$ cat config.mk
export PLATFORM = sky130hd
export DESIGN_NAME = param_fifo_flat
export DESIGN_NICKNAME = d
export VERILOG_FILES = /design/src/rtl/param_fifo_if.sv /design/src/rtl/param_fifo.sv /design/src/flat_wrapper.sv
export SDC_FILE = /design/constraint.sdc
export NUM_CORES = 1
export LEC_CHECK = 0
export BUFFER_PORTS_ARGS = -buffer_cell sky130_fd_sc_hd__buf_2
export CAP_MARGIN = 5
export CORE_ASPECT_RATIO = 0.7
export CORE_UTILIZATION = 25
export CTS_CLUSTER_SIZE = 30
export DETAILED_ROUTE_END_ITERATION = 8
export GPL_TIMING_DRIVEN = 0
export SKIP_LAST_GASP = 1
export SLEW_MARGIN = 15
export SYNTH_ARGS = -nofsm -noshare
export SYNTH_HDL_FRONTEND = slang
export SYNTH_SLANG_ARGS = --single-unit
export TNS_END_PERCENT = 100
$ cat constraint.sdc
create_clock -name CLK -period 3.8 [get_ports CLK]
set_input_delay 0.57 -clock CLK [delete_from_list [all_inputs] [get_ports CLK]]
set_output_delay 0.57 -clock CLK [all_outputs]
set_load 0.05 [all_outputs]
$ cat src/rtl/param_fifo_if.sv
// param_fifo_if: write/read handshake, status and error signals of a param_fifo.
// The producer/consumer side uses the master modport, the FIFO itself the slave.
interface param_fifo_if #(
  parameter int WIDTH = 32,
  parameter int DEPTH = 32
);
  localparam int CW = $clog2(DEPTH) + 1;

  logic             WREN;
  logic [WIDTH-1:0] DATAIN;
  logic             RDEN;
  logic             CLRERR;
  logic [WIDTH-1:0] DATAOUT;
  logic             RDVALID;
  logic             FULL;
  logic             EMPTY;
  logic             AFULL;
  logic             AEMPTY;
  logic [CW-1:0]    COUNT;
  logic             OVERFLOW;
  logic             UNDERFLOW;

  modport master (
    output WREN, DATAIN, RDEN, CLRERR,
    input  DATAOUT, RDVALID, FULL, EMPTY, AFULL, AEMPTY, COUNT, OVERFLOW, UNDERFLOW
  );

  modport slave (
    input  WREN, DATAIN, RDEN, CLRERR,
    output DATAOUT, RDVALID, FULL, EMPTY, AFULL, AEMPTY, COUNT, OVERFLOW, UNDERFLOW
  );
endinterface

$ cat src/rtl/param_fifo.sv
// param_fifo: single-clock FIFO with independent push/pop in the same cycle,
// registered read data with a one-cycle valid strobe, occupancy-derived status
// flags and sticky overflow/underflow errors. Storage is not reset.
module param_fifo #(
  parameter int WIDTH     = 32,
  parameter int DEPTH     = 32,
  parameter int AFULL_TH  = 28,
  parameter int AEMPTY_TH = 4
) (
  input  logic        CLK,
  input  logic        RESETL,
  param_fifo_if.slave bus
);
  localparam int AW = $clog2(DEPTH);
  localparam int CW = AW + 1;

  logic [WIDTH-1:0] mem_r [DEPTH];
  logic [AW-1:0]    wptr_r;
  logic [AW-1:0]    rptr_r;
  logic [CW-1:0]    count_r;
  logic [CW-1:0]    count_nxt_s;
  logic [WIDTH-1:0] dataout_r;
  logic             rdvalid_r;
  logic             overflow_r;
  logic             underflow_r;
  logic             full_s;
  logic             empty_s;
  logic             afull_s;
  logic             aempty_s;
  logic             wr_ok_s;
  logic             rd_ok_s;

  // Status decode of the registered occupancy and accept decisions on pre-edge state
  always_comb begin
    full_s   = (count_r == CW'(DEPTH));
    empty_s  = (count_r == {CW{1'b0}});
    afull_s  = (count_r >= CW'(AFULL_TH));
    aempty_s = (count_r <= CW'(AEMPTY_TH));
    wr_ok_s  = bus.WREN && !full_s;
    rd_ok_s  = bus.RDEN && !empty_s;
  end

  // Next occupancy: a simultaneous accepted push and pop leave it unchanged
  always_comb begin
    count_nxt_s = count_r;
    case ({wr_ok_s, rd_ok_s})
      2'b10:   count_nxt_s = count_r + 1'b1;
      2'b01:   count_nxt_s = count_r - 1'b1;
      default: count_nxt_s = count_r;
    endcase
  end

  // Storage write; contents deliberately survive reset
  always_ff @(posedge CLK) begin
    if (wr_ok_s) begin
      mem_r[wptr_r] <= bus.DATAIN;
    end
  end

  // Pointers and occupancy; pointers wrap naturally at DEPTH
  always_ff @(posedge CLK or negedge RESETL) begin
    if (!RESETL) begin
      wptr_r  <= {AW{1'b0}};
      rptr_r  <= {AW{1'b0}};
      count_r <= {CW{1'b0}};
    end else begin
      if (wr_ok_s) begin
        wptr_r <= wptr_r + 1'b1;
      end
      if (rd_ok_s) begin
        rptr_r <= rptr_r + 1'b1;
      end
      count_r <= count_nxt_s;
    end
  end

  // Registered read port: data held and strobe dropped when no read is accepted
  always_ff @(posedge CLK or negedge RESETL) begin
    if (!RESETL) begin
      dataout_r <= {WIDTH{1'b0}};
      rdvalid_r <= 1'b0;
    end else if (rd_ok_s) begin
      dataout_r <= mem_r[rptr_r];
      rdvalid_r <= 1'b1;
    end else begin
      rdvalid_r <= 1'b0;
    end
  end

  // Sticky error flags; a new error in the same cycle as CLRERR keeps the flag set
  always_ff @(posedge CLK or negedge RESETL) begin
    if (!RESETL) begin
      overflow_r  <= 1'b0;
      underflow_r <= 1'b0;
    end else begin
      if (bus.WREN && full_s) begin
        overflow_r <= 1'b1;
      end else if (bus.CLRERR) begin
        overflow_r <= 1'b0;
      end
      if (bus.RDEN && empty_s) begin
        underflow_r <= 1'b1;
      end else if (bus.CLRERR) begin
        underflow_r <= 1'b0;
      end
    end
  end

  assign bus.DATAOUT   = dataout_r;
  assign bus.RDVALID   = rdvalid_r;
  assign bus.COUNT     = count_r;
  assign bus.FULL      = full_s;
  assign bus.EMPTY     = empty_s;
  assign bus.AFULL     = afull_s;
  assign bus.AEMPTY    = aempty_s;
  assign bus.OVERFLOW  = overflow_r;
  assign bus.UNDERFLOW = underflow_r;
endmodule
$ cat src/flat_wrapper.sv
// flat-port wrapper written by rule: the top's interface ports become plain ports
module param_fifo_flat 
#(
  parameter int WIDTH     = 32,
  parameter int DEPTH     = 32,
  parameter int AFULL_TH  = 28,
  parameter int AEMPTY_TH = 4
)
  (CLK, RESETL, bus_WREN, bus_DATAIN, bus_RDEN, bus_CLRERR, bus_DATAOUT, bus_RDVALID, bus_FULL, bus_EMPTY, bus_AFULL, bus_AEMPTY, bus_COUNT, bus_OVERFLOW, bus_UNDERFLOW);
  param_fifo_if #(.WIDTH(WIDTH), .DEPTH(DEPTH)) bus_i ();
  input  logic CLK;
  input  logic RESETL;
  input wire logic [$bits(bus_i.WREN)-1:0] bus_WREN;
  input wire logic [$bits(bus_i.DATAIN)-1:0] bus_DATAIN;
  input wire logic [$bits(bus_i.RDEN)-1:0] bus_RDEN;
  input wire logic [$bits(bus_i.CLRERR)-1:0] bus_CLRERR;
  output wire logic [$bits(bus_i.DATAOUT)-1:0] bus_DATAOUT;
  output wire logic [$bits(bus_i.RDVALID)-1:0] bus_RDVALID;
  output wire logic [$bits(bus_i.FULL)-1:0] bus_FULL;
  output wire logic [$bits(bus_i.EMPTY)-1:0] bus_EMPTY;
  output wire logic [$bits(bus_i.AFULL)-1:0] bus_AFULL;
  output wire logic [$bits(bus_i.AEMPTY)-1:0] bus_AEMPTY;
  output wire logic [$bits(bus_i.COUNT)-1:0] bus_COUNT;
  output wire logic [$bits(bus_i.OVERFLOW)-1:0] bus_OVERFLOW;
  output wire logic [$bits(bus_i.UNDERFLOW)-1:0] bus_UNDERFLOW;
  assign bus_i.WREN = bus_WREN;
  assign bus_i.DATAIN = bus_DATAIN;
  assign bus_i.RDEN = bus_RDEN;
  assign bus_i.CLRERR = bus_CLRERR;
  assign bus_DATAOUT = bus_i.DATAOUT;
  assign bus_RDVALID = bus_i.RDVALID;
  assign bus_FULL = bus_i.FULL;
  assign bus_EMPTY = bus_i.EMPTY;
  assign bus_AFULL = bus_i.AFULL;
  assign bus_AEMPTY = bus_i.AEMPTY;
  assign bus_COUNT = bus_i.COUNT;
  assign bus_OVERFLOW = bus_i.OVERFLOW;
  assign bus_UNDERFLOW = bus_i.UNDERFLOW;
  param_fifo #(.WIDTH(WIDTH), .DEPTH(DEPTH), .AFULL_TH(AFULL_TH), .AEMPTY_TH(AEMPTY_TH)) u_core (.CLK(CLK), .RESETL(RESETL), .bus(bus_i));
endmodule
# After elaboration in Yosys (flattened, before gate mapping)
# Memories as Yosys holds them, arrays and structs flattened. A register that Yosys moved wholly into a read port is not among the register bits.
# Cells that the tools add are included.
# Widths: inputs -> output; s select.
# totals
memories	1
regBits	19
mem_bits_rw	1024
word_cells	34
output_inout_bits	45
input_bits	37
# memory_table
name	depth	word_bits	rd	rd_ports_with_merged_regs	wr	line	rtl
u_core.mem_r	32	32	1	1	1	param_fifo.sv:17	logic [WIDTH-1:0] mem_r [DEPTH];
# classes
eq_ne	3
order_cmp	2
n_mux	7
n_addsub	4
n_reduce_logical	11
# op_table
cell	count
$pmux 6 s2	1
$add 5x1->5 const B	2
$add 6x1->6 const B	1
$eq 6x6->1 const B	1
$ge 6x5->1 const B	1
$le 6x3->1 const B	1
$logic_not 6->1	1
$mux 1	6
$reduce_bool 2->1	3
$sub 6x1->6 const B	1
$logic_and 1x1->1	4
$logic_not 1->1	3
$eq 2x1->1 const B	1
$eq 2x2->1 const B	1

# Logic depth before layout (Yosys ltp)
# depth
word_depth	5
ltp_mapped	15
mapped_depth_nobuf	12

# Least setup slack after synthesis
# Ideal clock, no wire load.
# synth_timing
kind	reg2reg
from	reg u_core.count_r[0], in the netlist u_core.bus.COUNT[0]
to	reg u_core.count_r[4], in the netlist u_core.bus.COUNT[4]
path_stages_with_launch	16
setup_time_ps	83
t_arrival_ps	3654
required_ps	3717
path_buffers	3
synth_period_minus_slack_ps	3737
slack_ps	63
path_cell_list	dfrtp_1 > clkbuf_1 > nor4_1 > nor3b_2 > nand2b_1 > buf_4 > inv_2 > ha_1 > clkbuf_1 > xor2_1 > ha_1 > nand2b_1 > a21oi_1 > a21oi_1 > a21oi_1 > xor2_1
# synth_via
elab_chain_cells	5
word_cells_on_any_way	12
cone_classes	add/sub (2); eq/ne (3); mux (1); reduce/logical (6)
# synth_rtl
element	line	rtl
start: declaration	param_fifo.sv:20	logic [CW-1:0] count_r;
start signal: assignment	param_fifo.sv:65	count_r <= {CW{1'b0}};
start signal: assignment	param_fifo.sv:73	count_r <= count_nxt_s;
$logic_not 6->1 (*)	param_fifo.sv:36	empty_s = (count_r == {CW{1'b0}});
named net bus_EMPTY	flat_wrapper.sv:20	output wire logic [$bits(bus_i.EMPTY)-1:0] bus_EMPTY;
$logic_not 1->1 (*)	param_fifo.sv:40	rd_ok_s = bus.RDEN && !empty_s;
$logic_and 1x1->1 (*)	param_fifo.sv:40	
named net u_core.rd_ok_s	param_fifo.sv:31	logic rd_ok_s;
$eq 2x1->1 or $eq 2x2->1 (tied branches)	param_fifo.sv:46	case ({wr_ok_s, rd_ok_s})
$pmux 6 s2 or $reduce_bool 2->1 (tied branches)	-	
# Mark *: on every way through the listed nets, which the timed path passes. The rest lies on a longest branch.
# A chain may end at the register's enable or synchronous reset.

# Worst setup path after layout
# layout_timing
from	reg u_core.count_r[0], in the netlist u_core.bus.COUNT[0]
to	reg u_core.count_r[4], in the netlist u_core.bus.COUNT[4]
# layout_via
elab_chain_cells	5
word_cells_on_any_way	12
cone_classes	add/sub (2); eq/ne (3); mux (1); reduce/logical (6)
# layout_rtl
element	line
$logic_not 6->1 (*)	param_fifo.sv:36
$logic_not 1->1 (*)	param_fifo.sv:40
$logic_and 1x1->1 (*)	param_fifo.sv:40
named net u_core.rd_ok_s	param_fifo.sv:31
$eq 2x1->1 or $eq 2x2->1 (tied branches)	param_fifo.sv:46
$pmux 6 s2 or $reduce_bool 2->1 (tied branches)	-
# Marked as above.

==> flow_summary.ini <==
[status]
status = complete, no violations

[drt]
antenna_left = 0
wl_per_cell_um = 25.8
first_iter_violations = 2880
drc = 0
post_drt_via_cell_ratio = 4.76
totalWireLength_um = 124000
vias = 23000
first_pass_iters = 7

[grt]
grt_max_degree = 40
grt_pass1_vias = 22000
grt_first_pass_wirelength_um = 172000
antenna_found_initial = 7
grt_overflow_total = 0
grt_usage = 0.143

[worst_setup_path]
reg2reg_from = u_core.bus.COUNT[0]
cp_max_fo = 10
crit_type = reg -> reg
cp-start-kind = flop
worst_ep_arrival_time_ns = 4.10
rr_worst_depth = 15
rrSetupSlack_ns = 0.31
critPathCaptureType = flop
required_ns = 4.41
rr_endpoint = u_core.bus.COUNT[4]

[synthesis]
synth.area.top_cells = edfxtp_1 (73%), mux2i_1 (12%), dfrtp_1 (3.0%)
yosysMostFrequentCell = edfxtp_1
yosys_warnings = 0
yosys.area.top_type = edfxtp_1
synth_seq_area_share = 0.757
yosysUniqueCellTypes = 42
syn_area_per_cell_um2 = 18.6
async_flop_share = 0.0474
synth-edff-count = 1024
syn_inst = 2271
ys.flop_type = edfxtp_1
synth_area_um2 = 42300
synth_top_area_share = 0.727
ys_ff_latch = 1075
ys_top_cells_by_count = edfxtp_1 (1,024), mux2i_1 (512), a22oi_1 (128)
synth.net_count = 2316

[timing]
slew_viol_final = 0
setup_viol_count_final = 0
skew_ns = 0.0311
hold_violations = 0
min_period_ns = 3.49
timing.final.crit_share = 0.918
fmax_ghz = 0.287
worst_slew_pin_slew_ns = 1.28
fin_tns_setup_ns = 0
relSlewSlack = 0.144

[clocking]
clk_latency_ns = 0.71
cts.sinks = 1075
clk_path_buf_depth = 3
htreeDepth = 3
cts_buffers = 103
path_clk_slew_ns = 0.06
cts_tree = yes
clock-root-buffer = clkbuf_16

[min_path]
hold_path.class = in -> reg
min_path_cells = 2
min_to = u_core.bus.OVERFLOW
min_from = bus_WREN

[finish]
syn2layout_area_growth_pct = 19.4
final_core_util = 0.303
design_area_um2 = 50500
drive_above_1_share = 0.187
num-nets-final = 2562

[floorplan]
io_pins = 82
die_x_um = 494
rows = 125
core-area_um2 = 167000
floorplan.initialDensity = 0.253
dieArea_um2 = 171000
fp.dieH_um = 346

[run]
cap_violations = 0

[placed_design]
gp_routability_congestion = 0.776
io_buffers = 81
dp_hpwl_um = 83900
postPlaceCellArea_um2 = 47100

[power]
powerDensity_nw_per_um2 = 750
peakVddDrop_mv = 0.609
leakage_nw = 17.2
## layout make-up
class / instances / area, um2
clock buffer: 149 / 2910
fill: 16100 / 116000
tap: 2222 / 2780
clock inverter: 44 / 454
buffer: 142 / 837
timing repair buffer: 141 / 1790
antenna: 2 / 5.00
inverter: 5 / 18.8
sequential: 1075 / 32000
multi-input combinational: 1049 / 9670
## state kept, by name, indices dropped and copies added (netlist names)
register / flops
u_core.mem_r: 1024
u_core.bus.DATAOUT: 32
u_core.bus.COUNT: 6
u_core.rptr_r: 5
u_core.wptr_r: 5
u_core.bus.OVERFLOW: 1
u_core.bus.RDVALID: 1
u_core.bus.UNDERFLOW: 1
## report_power, final
group | internal [W] | switching (W) | leakage (nW)
clock | 0.00582 | 0.00447 | 1.65
combinational | 0.00436 | 0.00895 | 5.73
sequential | 0.0140 | 0.000330 | 9.83
## repair_timing
| action | in CTS | in global routing |
|---|---|---|
| buffers inserted | 0 | 1 |
| hold buffers | 1 | 0 |
| hold endpoints to repair | 12 | 0 |
| setup endpoints to repair | 1 | 1 |
| gates resized for setup | 1 | 4 |
## worst max-delay path, cell delays in order (launching register included)
cell	delay (ns)
dfrtp_1	0.39
clkbuf_1	0.20
nor4_2	0.33
nor3b_2	0.26
nand2b_4	0.25
buf_6	0.22
inv_2	0.17
ha_1	0.23
clkbuf_1	0.21
xor2_1	0.19
ha_1	0.22
nand2b_1	0.14
a21oi_1	0.14
a21oi_1	0.08
a21oi_2	0.19
xor2_1	0.17
## cells by family (layout without fill, tap and decap cells)
| logic type | Yosys count | after routing | synth area share |
|---|---|---|---|
| AOI/OAI and AO/OA | 400 | 400 | 0.0829 |
| xor gates and xnor gates | 15 | 15 | 0.00311 |
| DFF | 1075 | 1075 | 0.757 |
| adders and majority gates | 8 | 8 | 0.00237 |
| and+or+nand+nor | 113 | 113 | 0.0128 |
| other | 0 | 2 | 0 |
| muxes | 513 | 513 | 0.121 |
| buffers and inverters | 147 | 481 | 0.0199 |
## placed cells by master, fill, tap and decap left out, drive strengths merged, types with 6 or more instances in the layout
| cell type | n |
|---|---|
| edfxtp | 1024 |
| inv | 7 |
| a221oi | 64 |
| dfrtp | 51 |
| clkinv | 35 |
| mux2i | 512 |
| clkbuf | 202 |
| o22ai | 32 |
| ha | 8 |
| xor2 | 6 |
| nand2 | 43 |
| a22oi | 128 |
| buf | 229 |
| nor2 | 35 |
| a22o | 66 |
| o41ai | 32 |
| xnor2 | 9 |
| bufinv | 7 |
| a21oi | 72 |
## routing by layer
layer	part of all wire	vias up	track usage	routed length, um
li1	-	9748	-	-
met1	0.45	12000	0.208	56300
met2	0.43	1075	0.208	53200
met3	0.098	155	0.0391	12200
met4	0.023	2	0.0346	2800
met5	0.000064	-	0	8
## through the flow
stage	power (W)	setup slack, ns	instances	hold slack [ns]
3_3_place_gp	0.0273	-2.16	4574	0.459
4_1_cts	0.0379	0.0586	4825	0.0639
3_5_place_dp	0.0277	-0.105	4631	0.460
6_report	0.0379	0.311	4829	0.119
2_1_floorplan	0.0226	0.0626	2271	0.274
5_1_grt	0.0391	-0.0110	4828	0.0809
## worst max-delay path by stage
stage,start,end,slack (ns)
2_1_floorplan,u_core.bus.COUNT[0],u_core.bus.COUNT[4],0.06
3_3_place_gp,u_core.bus.COUNT[2],u_core.mem_r[31][31],-2.16
3_5_place_dp,u_core.bus.COUNT[0],u_core.bus.COUNT[4],-0.11
4_1_cts,u_core.bus.COUNT[0],u_core.bus.COUNT[4],0.06
5_1_grt,u_core.bus.COUNT[0],u_core.bus.COUNT[4],-0.01
6_report,u_core.bus.COUNT[0],u_core.bus.COUNT[4],0.31
Power figures use the tool's default switching activity.
